$ cat src/rtl/alu_exec.sv
`default_nettype none
// ============================================================================
// Module   : alu_exec
// Brief    : Multi-cycle 16-bit ALU sequencer driving an external 8x16
//            register file: read A, read B, execute, write back, done.
// Revision : 1.0 - initial release
// ============================================================================
module alu_exec (
    input  logic        clk,
    input  logic        reset_n,
    input  logic        start,
    input  logic [1:0]  op,
    input  logic [1:0]  shift,
    input  logic [2:0]  rn,
    input  logic [2:0]  rm,
    input  logic [2:0]  rd,
    input  logic [15:0] rf_data,
    output logic [2:0]  readnum,
    output logic [2:0]  writenum,
    output logic        write,
    output logic [15:0] data_in,
    output logic        busy,
    output logic        done,
    output logic [2:0]  status
);

    localparam logic [1:0] c_op_add = 2'b00;
    localparam logic [1:0] c_op_sub = 2'b01;
    localparam logic [1:0] c_op_and = 2'b10;

    localparam logic [1:0] c_sh_none = 2'b00;
    localparam logic [1:0] c_sh_lsl  = 2'b01;
    localparam logic [1:0] c_sh_lsr  = 2'b10;

    typedef enum logic [2:0] {
        S_IDLE = 3'd0,
        S_RDA  = 3'd1,
        S_RDB  = 3'd2,
        S_EXEC = 3'd3,
        S_WB   = 3'd4,
        S_DONE = 3'd5
    } state_t;

    state_t      state_q, state_d;
    logic [1:0]  op_q, op_d;
    logic [1:0]  shift_q, shift_d;
    logic [2:0]  rn_q, rn_d;
    logic [2:0]  rm_q, rm_d;
    logic [2:0]  rd_q, rd_d;
    logic [15:0] a_q, a_d;
    logic [15:0] b_q, b_d;
    logic [15:0] c_q, c_d;
    logic [2:0]  status_q, status_d;

    logic [15:0] w_bs;
    logic [15:0] w_res;
    logic        w_ovf;

    // Shifter feeding the ALU B input, then the ALU itself (carry discarded).
    always_comb begin
        case (shift_q)
            c_sh_none: w_bs = b_q;
            c_sh_lsl:  w_bs = {b_q[14:0], 1'b0};
            c_sh_lsr:  w_bs = {1'b0, b_q[15:1]};
            default:   w_bs = {b_q[15], b_q[15:1]};
        endcase

        w_ovf = 1'b0;
        case (op_q)
            c_op_add: begin
                w_res = a_q + w_bs;
                w_ovf = (a_q[15] == w_bs[15]) && (w_res[15] != a_q[15]);
            end
            c_op_sub: begin
                w_res = a_q - w_bs;
                w_ovf = (a_q[15] != w_bs[15]) && (w_res[15] != a_q[15]);
            end
            c_op_and: w_res = a_q & w_bs;
            default:  w_res = ~w_bs;
        endcase
    end

    always_comb begin
        state_d  = state_q;
        op_d     = op_q;
        shift_d  = shift_q;
        rn_d     = rn_q;
        rm_d     = rm_q;
        rd_d     = rd_q;
        a_d      = a_q;
        b_d      = b_q;
        c_d      = c_q;
        status_d = status_q;

        case (state_q)
            S_IDLE: begin
                if (start) begin
                    state_d = S_RDA;
                    op_d    = op;
                    shift_d = shift;
                    rn_d    = rn;
                    rm_d    = rm;
                    rd_d    = rd;
                end
            end
            S_RDA: begin
                a_d     = rf_data;
                state_d = S_RDB;
            end
            S_RDB: begin
                b_d     = rf_data;
                state_d = S_EXEC;
            end
            S_EXEC: begin
                c_d      = w_res;
                status_d = {w_ovf, w_res[15], (w_res == 16'h0000)};
                state_d  = S_WB;
            end
            S_WB:    state_d = S_DONE;
            S_DONE:  state_d = S_IDLE;
            default: state_d = S_IDLE;
        endcase
    end

    always_ff @(posedge clk) begin
        if (!reset_n) begin
            state_q  <= S_IDLE;
            op_q     <= 2'b00;
            shift_q  <= 2'b00;
            rn_q     <= 3'd0;
            rm_q     <= 3'd0;
            rd_q     <= 3'd0;
            a_q      <= 16'h0000;
            b_q      <= 16'h0000;
            c_q      <= 16'h0000;
            status_q <= 3'b000;
        end else begin
            state_q  <= state_d;
            op_q     <= op_d;
            shift_q  <= shift_d;
            rn_q     <= rn_d;
            rm_q     <= rm_d;
            rd_q     <= rd_d;
            a_q      <= a_d;
            b_q      <= b_d;
            c_q      <= c_d;
            status_q <= status_d;
        end
    end

    // Outputs are masked by reset_n so a reset landing in WB blocks that edge's write.
    always_comb begin
        readnum  = 3'd0;
        writenum = 3'd0;
        write    = 1'b0;
        done     = 1'b0;
        busy     = 1'b0;
        data_in  = 16'h0000;
        if (reset_n) begin
            busy    = (state_q != S_IDLE);
            data_in = c_q;
            case (state_q)
                S_RDA:   readnum = rn_q;
                S_RDB:   readnum = rm_q;
                S_WB: begin
                    write    = 1'b1;
                    writenum = rd_q;
                end
                S_DONE:  done = 1'b1;
                default: readnum = 3'd0;
            endcase
        end
    end

    assign status = status_q;

endmodule
`default_nettype wire

$ cat config.mk
export PLATFORM = sky130hd
export DESIGN_NAME = alu_exec
export DESIGN_NICKNAME = d
export VERILOG_FILES = /design/src/rtl/alu_exec.sv
export SDC_FILE = /design/constraint.sdc
export NUM_CORES = 1
export LEC_CHECK = 0
export CAP_MARGIN = 20
export CORE_MARGIN = 10
export CORE_UTILIZATION = 30
export DETAILED_ROUTE_END_ITERATION = 10
export GPL_ROUTABILITY_DRIVEN = 0
export GPL_TIMING_DRIVEN = 0
export HOLD_SLACK_MARGIN = 0.08
export PLACE_DENSITY_LB_ADDON = 0.2
export SLEW_MARGIN = 30
export SYNTH_ARGS = -nofsm -noshare
export SYNTH_HDL_FRONTEND = slang
export SYNTH_SLANG_ARGS = --single-unit
export TNS_END_PERCENT = 5
$ cat constraint.sdc
create_clock -name clk -period 6.17 [get_ports clk]
set_input_delay 1.5425 -clock clk [delete_from_list [all_inputs] [get_ports clk]]
set_output_delay 1.5425 -clock clk [all_outputs]
set_load 0.01 [all_outputs]
==> results of run 1 <==
final timing paths:
check / from / end / slack [ns] / cells past startpoint
max: reset_n / readnum[2] / 1.38 / 5
min: rd_q[1]$_SDFFE_PN0P_ / rd_q[1]$_SDFFE_PN0P_ / 0.45 / 2
max reg2reg: shift_q[1]$_SDFFE_PN0P_ / status[0]$_SDFFE_PN0N_ / 1.44 / 16
min reg2reg: rd_q[1]$_SDFFE_PN0P_ / rd_q[1]$_SDFFE_PN0P_ / 0.45 / 2
cells by family after synthesis:
group | synth area share
xor gates and xnor gates | 0.0245
buffers and inverters | 0.0666
DFF | 0.264
AOI/OAI and AO/OA | 0.239
muxes | 0.0641
and+or+nand+nor | 0.244
adders and majority gates | 0.0978
power breakdown:
group	switching [mW]	leakage, nW	internal [mW]
logic	0.306	1.66	0.191
clock network	0.198	0.149	0.354
registers	0.0232	0.537	0.456
total	0.527	2.34	1.00
layer usage:
| metal | up-vias | GRT usage | wire, µm |
|---|---|---|---|
| li1 | 2517 | - | - |
| met1 | 2360 | 0.175 | 7330 |
| met2 | 140 | 0.236 | 7370 |
| met3 | 31 | 0.0246 | 703 |
| met4 | 0 | 0.0702 | 656 |
| met5 | - | 0 | 0 |
registers in the layout (all words and copies together), names as in the netlist:
register,flops
status,3
rn_q,3
b_q,16
rd_q,3
a_q,16
c_q,15
rm_q,3
state_q,3
op_q,2
shift_q,2
layout by cell type (no fill, tap or decap), drive strengths merged, types with 24 or more instances in the layout:
cell           count
clkbuf            44
nand2            137
ha                36
inv               35
o21ai             36
dfxtp             66
a21oi             74
nor2              45
clkdlybuf4s50     58
and2              24
per-stage QoR:
step	hold slack [ns]	power [mW]
after floorplan	0.432	0.823
after global placement	0.440	0.971
after detailed placement	0.443	0.977
after CTS	0.452	1.53
after global routing	0.473	1.60
final	0.449	1.53
final cells by class:
cell class	count	area, µm²	share of cell area
multi-input cells	532	3360	0.543
plain buffers	46	199	0.0321
inverters	36	135	0.0218
flip-flops and latches	66	1320	0.213
well taps	220	275	0.0445
repair buffers	58	581	0.0938
clock inverters	6	88.8	0.0143
clock buffers	10	229	0.0370
worst max-delay path, stage by stage:
cell	delay, ns
clkbuf_1	0.35
clkinv_1	0.29
clkbuf_1	0.31
nor2_1	0.19
clkdlybuf4s50_1	0.56
==> results.toml, run 1 <==
[sta]
post-route-period-util = 0.776
drv_slew = 0
period_needed_ns = 4.79
skew_ns = 0.0164
setup_tns_ns = 0
worstMarginPinSlew_ns = 0.821
layout_setup_ws_ns = 1.38
grt_setup_unrepaired = "no"
setup_viol = 0
hold_violations = 0
slew_headroom = 0.451
timing.fmax_ghz = 0.209

[final_layout]
nets = 819
drive_gt1_frac = 0.0570
synthToLayoutAreaGrowth_pct = 23.5
nFillCells = 1757
final_area_um2 = 6190
post-route-util = 0.376
fin_cells = 974
antenna_cells = 0

[critical_path]
cp.arrival_ns = 3.24
crit_path_max_fanout = 10
cp.required_ns = 4.63
crit_path_start_kind = "input pin"
crit_path_end_kind = "primary output"
path_class = "in -> out"

[floorplan]
die_h_um = 149
num_io_pins = 60
die-area_um2 = 22300
die_w_um = 149
rows = 47
start_util = 0.304
coreArea_um2 = 16500

[grt]
grt_pass1_wl_um = 25600
grt_max_degree = 13
grt_pass1_vias = 4984
grt_usage = 0.142
antenna_found_initial = 0
grt_overflow = 0

[flow_run]
cap_viol_max_count = 0

[power]
p_per_area_nw_per_um2 = 247
ir_worst_vdd_uv = 120
power.leakage_nw = 2.34

[clock_tree]
hold_buffers = 0
cts.sinks = 66
clockRootBuffer = "clkbuf_16"
cts_setup_buffers = 0
ctsResizeCount = 0
clk_latency_ns = 0.34
cts_made_buffers = 9
path_clk_slew_ns = 0.06
h-tree-depth = 3
cts_tree = "yes"
cts_buffer_depth = 2

[place]
placed_area_um2 = 5870
dp_hpwl_um = 13000
io_buffers = 58
pre_cts_ws_ns = 1.35
post-place-cells = 958

[detailed_routing]
firstDrtPassIters = 5
wl_um = 16100
num_vias = 5048
avgViaCountPerCell = 5.18
drc = 0
dr.first_iter.drc_count = 323
antenna_left = 0
wire_per_inst_um = 16.5

[synth]
synthArstFlopShare = 0
avgSynthCellArea_um2 = 7.37
synth_cell_types = 74
synth_area_um2 = 5010
synth.most_common_cell = "nand2_1"
synth_top_flop_cell = "dfxtp_1"
yosys_register_bits = 66
synth_nets = 750
synthTopCellsByCount = "nand2_1 (137), a21oi_1 (73), dfxtp_1 (66), nor2_1 (45), ha_1 (36)"
synthCells = 680
synth_edf_count = 0
synthTopCellsByArea = "dfxtp_1 (26%), nand2_1 (10%), ha_1 (9.0%)"
seq_area_frac_synth = 0.264
yosysWarnings = 0
synth_largest_area_cell = "dfxtp_1"
synth_top_cell_area_share = 0.264

[hold_path]
hold_path_class = "reg -> reg"

[run_status]
status = "complete, no violations"
Note: power is estimated with default switching activity, not from simulation.
==> run 2, diff against run 1 <==
==> constraint.sdc (replaced) <==
create_clock -name clk -period 4.45 [get_ports clk]
set_input_delay 1.1125 -clock clk [delete_from_list [all_inputs] [get_ports clk]]
set_output_delay 1.1125 -clock clk [all_outputs]
set_load 0.01 [all_outputs]
==> results.toml, run 2 (same netlist as run 1, synthesis figures left out) <==
[run_status]
status = "complete, no violations"

[floorplan]
start_util = 0.304
rows = 47
coreArea_um2 = 16500
die_h_um = 149
die-area_um2 = 22300
num_io_pins = 60
die_w_um = 149

[clock_tree]
hold_buffers = 0
cts.sinks = 66
h-tree-depth = 3
clockRootBuffer = "clkbuf_16"
clk_latency_ns = 0.34
path_clk_slew_ns = 0.06
cts_setup_buffers = 0
cts_made_buffers = 9
cts_buffer_depth = 2
cts_tree = "yes"

[final_layout]
final_cell_mix = "nand2_1 (137), a21oi_1 (72), dfxtp_1 (66), clkdlybuf4s50_1 (58), nor2_1 (45)"
drive_gt1_frac = 0.0626
nets = 816
final_common_cell = "nand2_1"
synthToLayoutAreaGrowth_pct = 23.4
antenna_cells = 0
reg_top3 = "a_q x16, b_q x16, c_q x15"

[detailed_routing]
wl_um = 16000
drc = 0
wire_per_inst_um = 16.5
antenna_left = 0
avgViaCountPerCell = 5.15
dr.first_iter.drc_count = 367
num_vias = 4998
firstDrtPassIters = 5

[grt]
grt_pass1_wl_um = 25600
grt_max_degree = 13
grt_pass1_vias = 4984
grt.busiest_layer = "met2"
use_met3 = 0.0246
antenna_found_initial = 0
grt_overflow = 0
grt_usage = 0.142
grtUsageMet2 = 0.236
use_met1 = 0.175

[critical_path]
crit_path_end_kind = "flop"
crit_path_start_kind = "flop"
cp_top_family = "compound AO/OA/AOI/OAI gates"
crit_path_max_fanout = 9
cp.required_ns = 4.74
max_stage_delay_ns = 0.76
path_class = "reg -> reg"
path_cells = "buf_6 -> mux2_2 -> mux2i_1 -> inv_1 -> ha_1 -> nor4_1 -> a2111oi_0 -> nor2_1 -> a21o_1 -> o22ai_1 -> xor2_1 -> mux4_2 -> nor4_1 -> a32o_1"
crit_buf_inv = 2
critPathSlowestCell = "a2111oi_0"
cp.arrival_ns = 4.59
cpMostUsedCell = "nor4_1"

[place]
io_buffers = 58
dp_hpwl_um = 13000
pre_cts_ws_ns = -0.201

[power]
ir_worst_vdd_uv = 166
p_per_area_nw_per_um2 = 342
power.leakage_nw = 2.35

[sta]
skew_ns = 0.0145
grt_setup_unrepaired = "no"
slew_headroom = 0.443
holdWs_ns = 0.449
layout_setup_ws_ns = 0.146
worstMarginPinSlew_ns = 0.815
drv_slew = 0
timing.fmax_ghz = 0.232
hold_violations = 0
setup_tns_ns = 0
post-route-period-util = 0.967
period_needed_ns = 4.30
setup_viol = 0

[flow_run]
cap_viol_max_count = 0

[hold_path]
hold_path_class = "reg -> reg"
[run 2: changes by cell type in the layout (fill, tap and decap cells not counted), sizes merged]
cell,previous run,this run
clkbuf,44,41
[run 2: power by group]
group	internal [mW]	switching, mW
Clock	0.491	0.274
Combinational	0.267	0.423
Sequential	0.632	0.0325
Total	1.39	0.730
[run 2: cell type report]
type / count / area [µm²]
Tap cell: 220 / 275
Clock inverter: 6 / 88.8
Timing Repair Buffer: 58 / 581
Inverter: 36 / 135
Buffer: 43 / 191
Multi-Input combinational cell: 532 / 3370
Fill cell: 1751 / 10300
Sequential cell: 66 / 1320
Clock buffer: 10 / 229
[run 2: worst paths after layout]
check | from | cells after the start | slack (ns) | to
worst min-delay path | rd_q[1]$_SDFFE_PN0P_ | 2 | 0.45 | rd_q[1]$_SDFFE_PN0P_
worst max register to register | shift_q[0]$_SDFFE_PN0P_ | 14 | 0.15 | status[0]$_SDFFE_PN0N_
worst min register to register | rd_q[1]$_SDFFE_PN0P_ | 2 | 0.45 | rd_q[1]$_SDFFE_PN0P_
worst max-delay path | shift_q[0]$_SDFFE_PN0P_ | 14 | 0.15 | status[0]$_SDFFE_PN0N_
[run 2: stage by stage]
stage	power (mW)	utilization	cell area [µm²]	std cells
2_1_floorplan	1.14	-	5010	680
6_report	2.12	0.376	6190	971
3_5_place_dp	1.35	0.357	5870	958
4_1_cts	2.13	0.376	6200	974
5_1_grt	2.23	0.376	6190	971
3_3_place_gp	1.35	0.356	5870	958
[run 2: worst min-delay path: stages (launching register included)]
cell	delay (ns)
dfxtp_1	0.30
nand2_1	0.05
a21oi_1	0.05
[run 2: repair_timing]
action,in CTS,in global routing
resized for setup,3,2
pin swaps,0,0
hold endpoints to repair,0,0
setup endpoints to repair,1,1
cloned,0,0
[run 2: routing by layer]
metal | part of all wire | wire (µm)
met1 | 0.45 | 7240
met2 | 0.46 | 7390
met3 | 0.047 | 748
met5 | 0 | 0
met4 | 0.040 | 646
